File: config.mk
export PLATFORM = sky130hd
export DESIGN_NAME = car_request_conditioner_flat
export DESIGN_NICKNAME = d
export VERILOG_FILES = /design/src/rtl/tlc_pkg.sv /design/src/rtl/car_request_conditioner_if.sv /design/src/rtl/sync_debounce.sv /design/src/rtl/car_request_conditioner.sv /design/src/flat_wrapper.sv
export SDC_FILE = /design/constraint.sdc
export NUM_CORES = 1
export LEC_CHECK = 0
export CAP_MARGIN = 20
export CORE_MARGIN = 1
export CORE_UTILIZATION = 30
export DETAILED_ROUTE_END_ITERATION = 6
export HOLD_SLACK_MARGIN = 0.02
export PLACE_DENSITY = 0.58
export SYNTH_ARGS = -nofsm -noshare
export SYNTH_HDL_FRONTEND = slang
export SYNTH_SLANG_ARGS = --single-unit
File: constraint.sdc
create_clock -name clock -period 1.6 [get_ports clock]
set_input_delay 0.32 -clock clock [delete_from_list [all_inputs] [get_ports clock]]
set_output_delay 0.32 -clock clock [all_outputs]
set_load 0.05 [all_outputs]
File: src/rtl/tlc_pkg.sv
// Shared types and default constants for the traffic light controller front end.
package tlc_pkg;

    // Request state machine encoding.
    typedef enum logic [1:0] {
        IDLE  = 2'b00,
        REQ   = 2'b01,
        SERVE = 2'b10
    } req_state_t;

    // Default filter length and stuck-sensor threshold.
    localparam int DEBOUNCE_CYCLES_DEF = 4;
    localparam int STUCK_CYCLES_DEF    = 1024;

endpackage

File: src/rtl/car_request_conditioner_if.sv
// Sensor/lamp inputs and conditioned request outputs of the car request conditioner.
interface car_request_conditioner_if #(
    parameter int CNT_W = 8
);
    logic             sensor_raw;
    logic             green;
    logic             car;
    logic             pending;
    logic             fault;
    logic [CNT_W-1:0] arrivals;

    // The side that drives the loop sensor and lamp, and watches the request.
    modport master (
        output sensor_raw,
        output green,
        input  car,
        input  pending,
        input  fault,
        input  arrivals
    );

    // The conditioner itself.
    modport slave (
        input  sensor_raw,
        input  green,
        output car,
        output pending,
        output fault,
        output arrivals
    );
endinterface

File: src/rtl/sync_debounce.sv
// Two-flop synchronizer, debounce filter and rising-edge arrival pulse for the loop sensor.
module sync_debounce #(
    parameter int DEBOUNCE_CYCLES = 4
) (
    input  logic clock,
    input  logic reset,
    input  logic i_sensor_raw,
    output logic o_filtered,
    output logic o_arrival
);

    localparam int CW = $clog2(DEBOUNCE_CYCLES + 1);

    logic          r_sync1;
    logic          r_sync2;
    logic          r_filtered;
    logic          r_filteredD;
    logic [CW-1:0] r_cnt;

    // Bring the asynchronous sensor into the clock domain.
    always_ff @(posedge clock or negedge reset) begin
        if (!reset) begin
            r_sync1 <= 1'b0;
            r_sync2 <= 1'b0;
        end else begin
            r_sync1 <= i_sensor_raw;
            r_sync2 <= r_sync1;
        end
    end

    // Change the filtered level only after enough consecutive disagreeing samples; any agreement restarts the count.
    always_ff @(posedge clock or negedge reset) begin
        if (!reset) begin
            r_filtered <= 1'b0;
            r_cnt      <= '0;
        end else if (r_sync2 == r_filtered) begin
            r_cnt <= '0;
        end else if (r_cnt == CW'(DEBOUNCE_CYCLES - 1)) begin
            r_filtered <= r_sync2;
            r_cnt      <= '0;
        end else begin
            r_cnt <= r_cnt + 1'b1;
        end
    end

    // Delayed copy of the filtered level for edge detection.
    always_ff @(posedge clock or negedge reset) begin
        if (!reset) begin
            r_filteredD <= 1'b0;
        end else begin
            r_filteredD <= r_filtered;
        end
    end

    assign o_filtered = r_filtered;
    assign o_arrival  = r_filtered & ~r_filteredD;

endmodule

File: src/rtl/car_request_conditioner.sv
// Turns the raw vehicle-loop sensor into a latched car request with queuing, stuck detection and arrival counting.
module car_request_conditioner
    import tlc_pkg::*;
#(
    parameter int DEBOUNCE_CYCLES = DEBOUNCE_CYCLES_DEF,
    parameter int STUCK_CYCLES    = STUCK_CYCLES_DEF,
    parameter int CNT_W           = 8
) (
    input  logic                      clock,
    input  logic                      reset,
    car_request_conditioner_if.slave  bus
);

    localparam int SW = $clog2(STUCK_CYCLES + 1);

    logic             w_filtered;
    logic             w_arrival;
    req_state_t       r_state;
    logic             r_pending;
    logic [SW-1:0]    r_stuckCnt;
    logic             r_fault;
    logic [CNT_W-1:0] r_arrivals;

    sync_debounce #(
        .DEBOUNCE_CYCLES(DEBOUNCE_CYCLES)
    ) u_debounce (
        .clock       (clock),
        .reset       (reset),
        .i_sensor_raw(bus.sensor_raw),
        .o_filtered  (w_filtered),
        .o_arrival   (w_arrival)
    );

    // Hold each arrival until green is shown, queueing one re-request if a car arrives while being served.
    always_ff @(posedge clock or negedge reset) begin
        if (!reset) begin
            r_state   <= IDLE;
            r_pending <= 1'b0;
        end else begin
            case (r_state)
                IDLE: begin
                    if (w_arrival) begin
                        r_state <= REQ;
                    end
                end
                REQ: begin
                    if (bus.green) begin
                        r_state   <= SERVE;
                        r_pending <= w_arrival;
                    end
                end
                SERVE: begin
                    if (!bus.green) begin
                        r_state   <= (r_pending | w_arrival) ? REQ : IDLE;
                        r_pending <= 1'b0;
                    end else if (w_arrival) begin
                        r_pending <= 1'b1;
                    end
                end
                default: begin
                    r_state   <= IDLE;
                    r_pending <= 1'b0;
                end
            endcase
        end
    end

    // Count continuous filtered-high cycles and latch a sticky fault when the threshold is reached.
    always_ff @(posedge clock or negedge reset) begin
        if (!reset) begin
            r_stuckCnt <= '0;
            r_fault    <= 1'b0;
        end else if (!w_filtered) begin
            r_stuckCnt <= '0;
        end else if (r_stuckCnt != SW'(STUCK_CYCLES)) begin
            r_stuckCnt <= r_stuckCnt + 1'b1;
            if (r_stuckCnt == SW'(STUCK_CYCLES - 1)) begin
                r_fault <= 1'b1;
            end
        end
    end

    // Saturating diagnostic count of debounced arrivals.
    always_ff @(posedge clock or negedge reset) begin
        if (!reset) begin
            r_arrivals <= '0;
        end else if (w_arrival && (r_arrivals != {CNT_W{1'b1}})) begin
            r_arrivals <= r_arrivals + 1'b1;
        end
    end

    assign bus.car      = (r_state == REQ) | r_fault;
    assign bus.pending  = r_pending;
    assign bus.fault    = r_fault;
    assign bus.arrivals = r_arrivals;

endmodule

File: src/flat_wrapper.sv
// flat-port wrapper written by rule: the top's interface ports become plain ports
module car_request_conditioner_flat import tlc_pkg::*;
#(
    parameter int DEBOUNCE_CYCLES = DEBOUNCE_CYCLES_DEF,
    parameter int STUCK_CYCLES    = STUCK_CYCLES_DEF,
    parameter int CNT_W           = 8
)
  (clock, reset, bus_sensor_raw, bus_green, bus_car, bus_pending, bus_fault, bus_arrivals);
  car_request_conditioner_if #(.CNT_W(CNT_W)) bus_i ();
  input  logic clock;
  input  logic reset;
  input wire logic [$bits(bus_i.sensor_raw)-1:0] bus_sensor_raw;
  input wire logic [$bits(bus_i.green)-1:0] bus_green;
  output wire logic [$bits(bus_i.car)-1:0] bus_car;
  output wire logic [$bits(bus_i.pending)-1:0] bus_pending;
  output wire logic [$bits(bus_i.fault)-1:0] bus_fault;
  output wire logic [$bits(bus_i.arrivals)-1:0] bus_arrivals;
  assign bus_i.sensor_raw = bus_sensor_raw;
  assign bus_i.green = bus_green;
  assign bus_car = bus_i.car;
  assign bus_pending = bus_i.pending;
  assign bus_fault = bus_i.fault;
  assign bus_arrivals = bus_i.arrivals;
  car_request_conditioner #(.DEBOUNCE_CYCLES(DEBOUNCE_CYCLES), .STUCK_CYCLES(STUCK_CYCLES), .CNT_W(CNT_W)) u_core (.clock(clock), .reset(reset), .bus(bus_i));
endmodule
After elaboration in Yosys (flattened, before gate mapping). Index checks and enable logic that the tools add are counted. W data, S select, Z words.

Output and inout bits: 11. Register bits: 30.

Reduce and logical (&&, ||, !) cells: 6. Eq/ne operators: 12. Multiplexer cells: 13. Bitwise gates (word level): 6. Add/sub/neg operators: 3.

Operators with widths (count): $mux W11 (2); $add A11 B1 Y11 const B (1); $eq A11 B10 Y1 const B (1); $ne A11 B11 Y1 const B (1); $reduce_and A3 Y1 (3); $add A8 B1 Y8 const B (1); $ne A8 B8 Y1 const B (1); $mux W2 (3); $mux W3 (2); $pmux W2 S3 (1); $mux W1 (4); $ne A2 B1 Y1 const B (2); $ne A2 B2 Y1 const B (2); $add A3 B1 Y3 const B (1); $eq A3 B2 Y1 const B (1); $ne A3 B2 Y1 const B (1); $not A1 Y1 (3); $pmux W1 S3 (1); $eq A2 B1 Y1 const B (1); $eq A2 B2 Y1 const B (1); $logic_not A2 Y1 (1); $or A1 B1 Y1 (2); $reduce_and A2 Y1 (1); $and A1 B1 Y1 (1); other kinds (2) (2).

Longest topological paths before layout.
Word-level depth: 6. Mapped depth: 6.

Modules after synthesis. From an unflattened synthesis, not the netlist that was laid out.

Cell total of the unflattened synthesis: 140. Area, all modules: 1498.9 µm².

By module, submodules not included: car_request_conditioner (instances 1, area each 1246.2 µm², seq. area each 575.6 µm², cells an instance 125); sync_debounce (instances 1, area each 252.7 µm², seq. area each 175.2 µm², cells an instance 15).

Least setup slack after synthesis. Ideal clock, no wire load.

Path type: reg2reg. Start point: register u_core.r_arrivals[0] (netlist: u_core.bus.arrivals[0]). End point: register u_core.r_arrivals[1] (netlist: u_core.bus.arrivals[1]). Data required time: 1.475 ns. Data arrival time: 1.703 ns. Cell stages (with the launch flop): 5. Path slack: -0.227 ns. Setup time: 0.125 ns. Period minus slack after synthesis: 1.827 ns. Path buffers: 0. Path through: dfrtp_1 -> ha_1 -> nand3_1 -> o21ai_0 -> mux2_2.

Longest elaborated chain between the ends: 2. Elaborated cells between the ends (all ways): 3. Those cells by class: add/sub: 1; eq/ne: 1; reduce/logical: 1.

RTL lines: start: declaration (line car_request_conditioner.sv:22) `logic [CNT_W-1:0] r_arrivals;`; start signal: assignment (line car_request_conditioner.sv:88) `r_arrivals <= r_arrivals + 1'b1;`; parallel branches: the longest is 2 deep, another holds $add A8 B1 Y8.

Several ways; the timed one is not identified. A chain may end at the register's enable or synchronous reset.

Worst setup path after layout.
Start point: register u_core.r_state[0]. End point: output port bus_car.

Longest elaborated chain between the ends: 2.

RTL lines: start: declaration (line car_request_conditioner.sv:18) `req_state_t r_state;`; start signal: assignment (line car_request_conditioner.sv:54) `r_state <= (r_pending | w_arrival) ? REQ : IDLE;`; $eq A2 B1 Y1 (line car_request_conditioner.sv:92) `assign bus.car = (r_state == REQ) | r_fault;`; $or A1 B1 Y1 (line car_request_conditioner.sv:92); end: declaration (line flat_wrapper.sv:14) `output wire logic [$bits(bus_i.car)-1:0] bus_car;`.

Every way passes these cells.

==> metrics.csv <==
metric,value,unit
Bufs on Longest Clock Path,2,
r2r startpoint,u_core.r_state[0],
Hold Path Class,register to register,
initial antenna violation count,0,
"top cells by count, synth","dfrtp_1 (30), nand2_1 (13), inv_1 (9), xnor2_1 (9)",
syn avg cell area,10.6,sq um
clock skew,0.00912,ns
critical path launch point type,register,
"Slowest-stage cell, CP",dfrtp_1,
Max Cap Viol,0,
Post-synth EDFFs,0,
Final Net Count,183,
final wirelength,2.90,mm
Worst slew margin,75.1,%
share of layout cells above drive strength 1,30.2,%
Layout Area Growth over Synthesis,36.1,%
share of Yosys cell area claimed by the top area cell type,50.5,%
DRT Pass-1 Iters,2,
Port Buf Inserts,14,
cell with the most instances after synthesis,dfrtp_1,
Root Buffer Master,clkbuf_8,
Lkg Pwr,0.000869,uW
unique cell type count in the Yosys netlist,37,
"Seq/Total Area, Yosys",50.5,%
critical path's top delay family,flip-flops,
vias in the first global route,1050,
clk_lat worst skew,0.27,ns
"slowest stage delay, CP",0.42,ns
Worst Tran Pin Value,0.373,ns
Final min period,1.57,ns
Final Hold Viols,0,
DP Wirelength,1.92,mm
Worst setup EP type,output pin,
CTS sink count,30,
WP data arrival,1.25,ns
RR Endpoint,u_core.r_state[0],
all-layer global routing usage,11.8,%
antenna-violating nets left,0,
setup ws final,0.0343,ns
setup tns final,0,ns
Site Rows,25,
die width,72.4,um
CP Data Required Time,1.28,ns
fin crit share,97.9,%
Min-Delay Endpoint,u_core.u_debounce.r_sync2,
total core area,4750,sq um
Post-Syn Instances,140,
Power Density,1670,nW/um^2
fin. max-slew vios,0,
RSZ-0062 raised after global routing,yes,
H-tree depth,2,
Area contributors post-synth,"dfrtp_1 (51%), ha_1 (6.7%), xnor2_1 (5.3%)",
die area,5240,sq um
Post-Syn Area,1490,sq um
critical-path maximum fanout,2,
"Setup violations, final",0,
Hold Path Cell Cnt,0,
CP bufs+invs,1,
Starting Density,31.2,%
CTS tree,built,
Worst R2R Setup Slack,0.08,ns
synthesized flop and latch total,30,
Clock transition at path regs,0.07,ns
Yosys top cell by area,dfrtp_1,
Hold Buf Count CTS,0,
Worst VDD drop,735,uV
DR iter-0 viols,34,
ant diodes,0,
routability-driven placement congestion ratio,0.754,
min-delay src,u_core.u_debounce.r_sync1,
GR Overflow Total,0,
Crit Path Category,register to output pin,
highest clock rate,639,MHz
Post-route DRC,0,
CP Cell Sequence,"ha_4, or2_4, buf_8",
first-pass GRT wire length,4.69,mm
I/O pins,15,
Register-to-Register Path Depth,6,
Inserted Clock Buffers,5,
vias per cell,4.57,
die height,72.4,um
"FFs w/ async S/R, synth",100,%
Synthesized Nets,152,
Wirelength per Cell,12.1,um
Place WS,0.0426,ns
vias,1093,
number of synthesis warnings,0,
most used flip-flop cell after synthesis,dfrtp_1,
largest net degree at the start of global routing,31,
outcome,completed,
## metal layers
layer	vias up	part of all wire, %	GRT usage, %	wire (um)
met5	-	0	0	0
met4	0	0.59	6.10	17
met3	2	3.8	3.75	109
met2	22	50	18.6	1450
met1	523	46	14.3	1320
li1	546	-	-	-
## where the power goes
part	total [uW]	switching [uW]	internal (uW)
registers	1140	199	942
clock network	628	278	351
logic	1610	814	798
total	3380	1290	2090
## how the worst max path moves through the flow
stage	startpoint	end	slack, ns	depth (start not counted)
after floorplan	u_core.bus.arrivals[0]	u_core.bus.arrivals[6]	0.02	5
final	u_core.r_state[0]	bus_car	0.03	3
after global placement	u_core.r_state[1]	bus_car	0.12	4
after detailed placement	u_core.r_stuckCnt[0]	u_core.r_stuckCnt[0]	0.04	6
after CTS	u_core.r_state[1]	bus_car	0.004	4
after global routing	u_core.r_stuckCnt[0]	u_core.r_stuckCnt[0]	-0.02	6
## kinds of logic (layout without fill, tap and decap cells)
| family | count (synthesis) | after routing | synth area share [%] |
|---|---|---|---|
| AOI/OAI and AO/OA | 21 | 21 | 8.85 |
| xor gates and xnor gates | 12 | 12 | 7.08 |
| adders and majority gates | 8 | 8 | 6.74 |
| buffers and inverters | 11 | 43 | 3.29 |
| DFF | 30 | 30 | 50.5 |
| muxes | 3 | 3 | 2.27 |
| and+or+nand+nor | 55 | 55 | 21.2 |
## sequential cells by signal, indices dropped and copies added (netlist names)
| register | flops |
|---|---|
| u_core.u_debounce.r_sync1 | 1 |
| u_core.u_debounce.r_sync2 | 1 |
| u_core.u_debounce.o_filtered | 1 |
| u_core.r_state | 2 |
| u_core.bus.pending | 1 |
| u_core.bus.arrivals | 8 |
| u_core.r_stuckCnt | 11 |
| u_core.u_debounce.r_filteredD | 1 |
| u_core.u_debounce.r_cnt | 3 |
| u_core.bus.fault | 1 |
## worst reg2reg max path, stage by stage (launching register included)
cell and delay (ns):
dfrtp_1 0.41, buf_4 0.14, inv_1 0.05, ha_1 0.21, inv_1 0.13, a21oi_1 0.11
o41ai_2 0.35
## stage by stage
| step | total power [uW] | util, % | hold slack [ns] | area (sq um) | instances |
|---|---|---|---|---|---|
| 6_report | 3380 | 42.5 | 0.350 | 2020 | 239 |
| 5_1_grt | 3580 | 42.5 | 0.358 | 2020 | 239 |
| 4_1_cts | 3260 | 41.2 | 0.352 | 1960 | 233 |
| 3_5_place_dp | 2540 | 38.5 | 0.339 | 1830 | 223 |
| 3_3_place_gp | 2470 | 38.5 | 0.331 | 1830 | 223 |
| 2_1_floorplan | 1990 | - | 0.0244 | 1510 | 140 |
## timing repair
item,in CTS,in global routing
setup endpoints to repair,1,7
buffers inserted,2,6
gates resized for setup,6,6
pin swaps,1,4
## cells in the final DEF, fill, tap and decap left out, types with 2 or more instances in the layout
cell	n
nor3b_1	2
o211ai_1	2
nand2b_1	3
o21ai_1	2
a21oi_1	4
clkbuf_8	6
nor3_1	3
ha_4	2
inv_1	7
dfrtp_2	7
nand3_1	7
ha_1	6
a21boi_0	3
inv_2	2
clkbuf_1	2
nor2_2	2
or3_1	2
nand2_1	13
clkdlybuf4s50_1	3
xnor2_1	9
dfrtp_1	23
mux2_2	3
and2_1	7
buf_4	13
o21ai_0	6
buf_12	9
nand4_1	3
nor2_1	2
xor2_1	3
## final cells by class
class                   instances  area (sq um)
clock buffers                   8          90.1
fillers                       458          2730
inverters                       9          33.8
multi-input cells              99           732
flip-flops and latches         30           759
well taps                      67          83.8
repair buffers                 26           323
No activity file was read; power rests on OpenSTA's default activity.
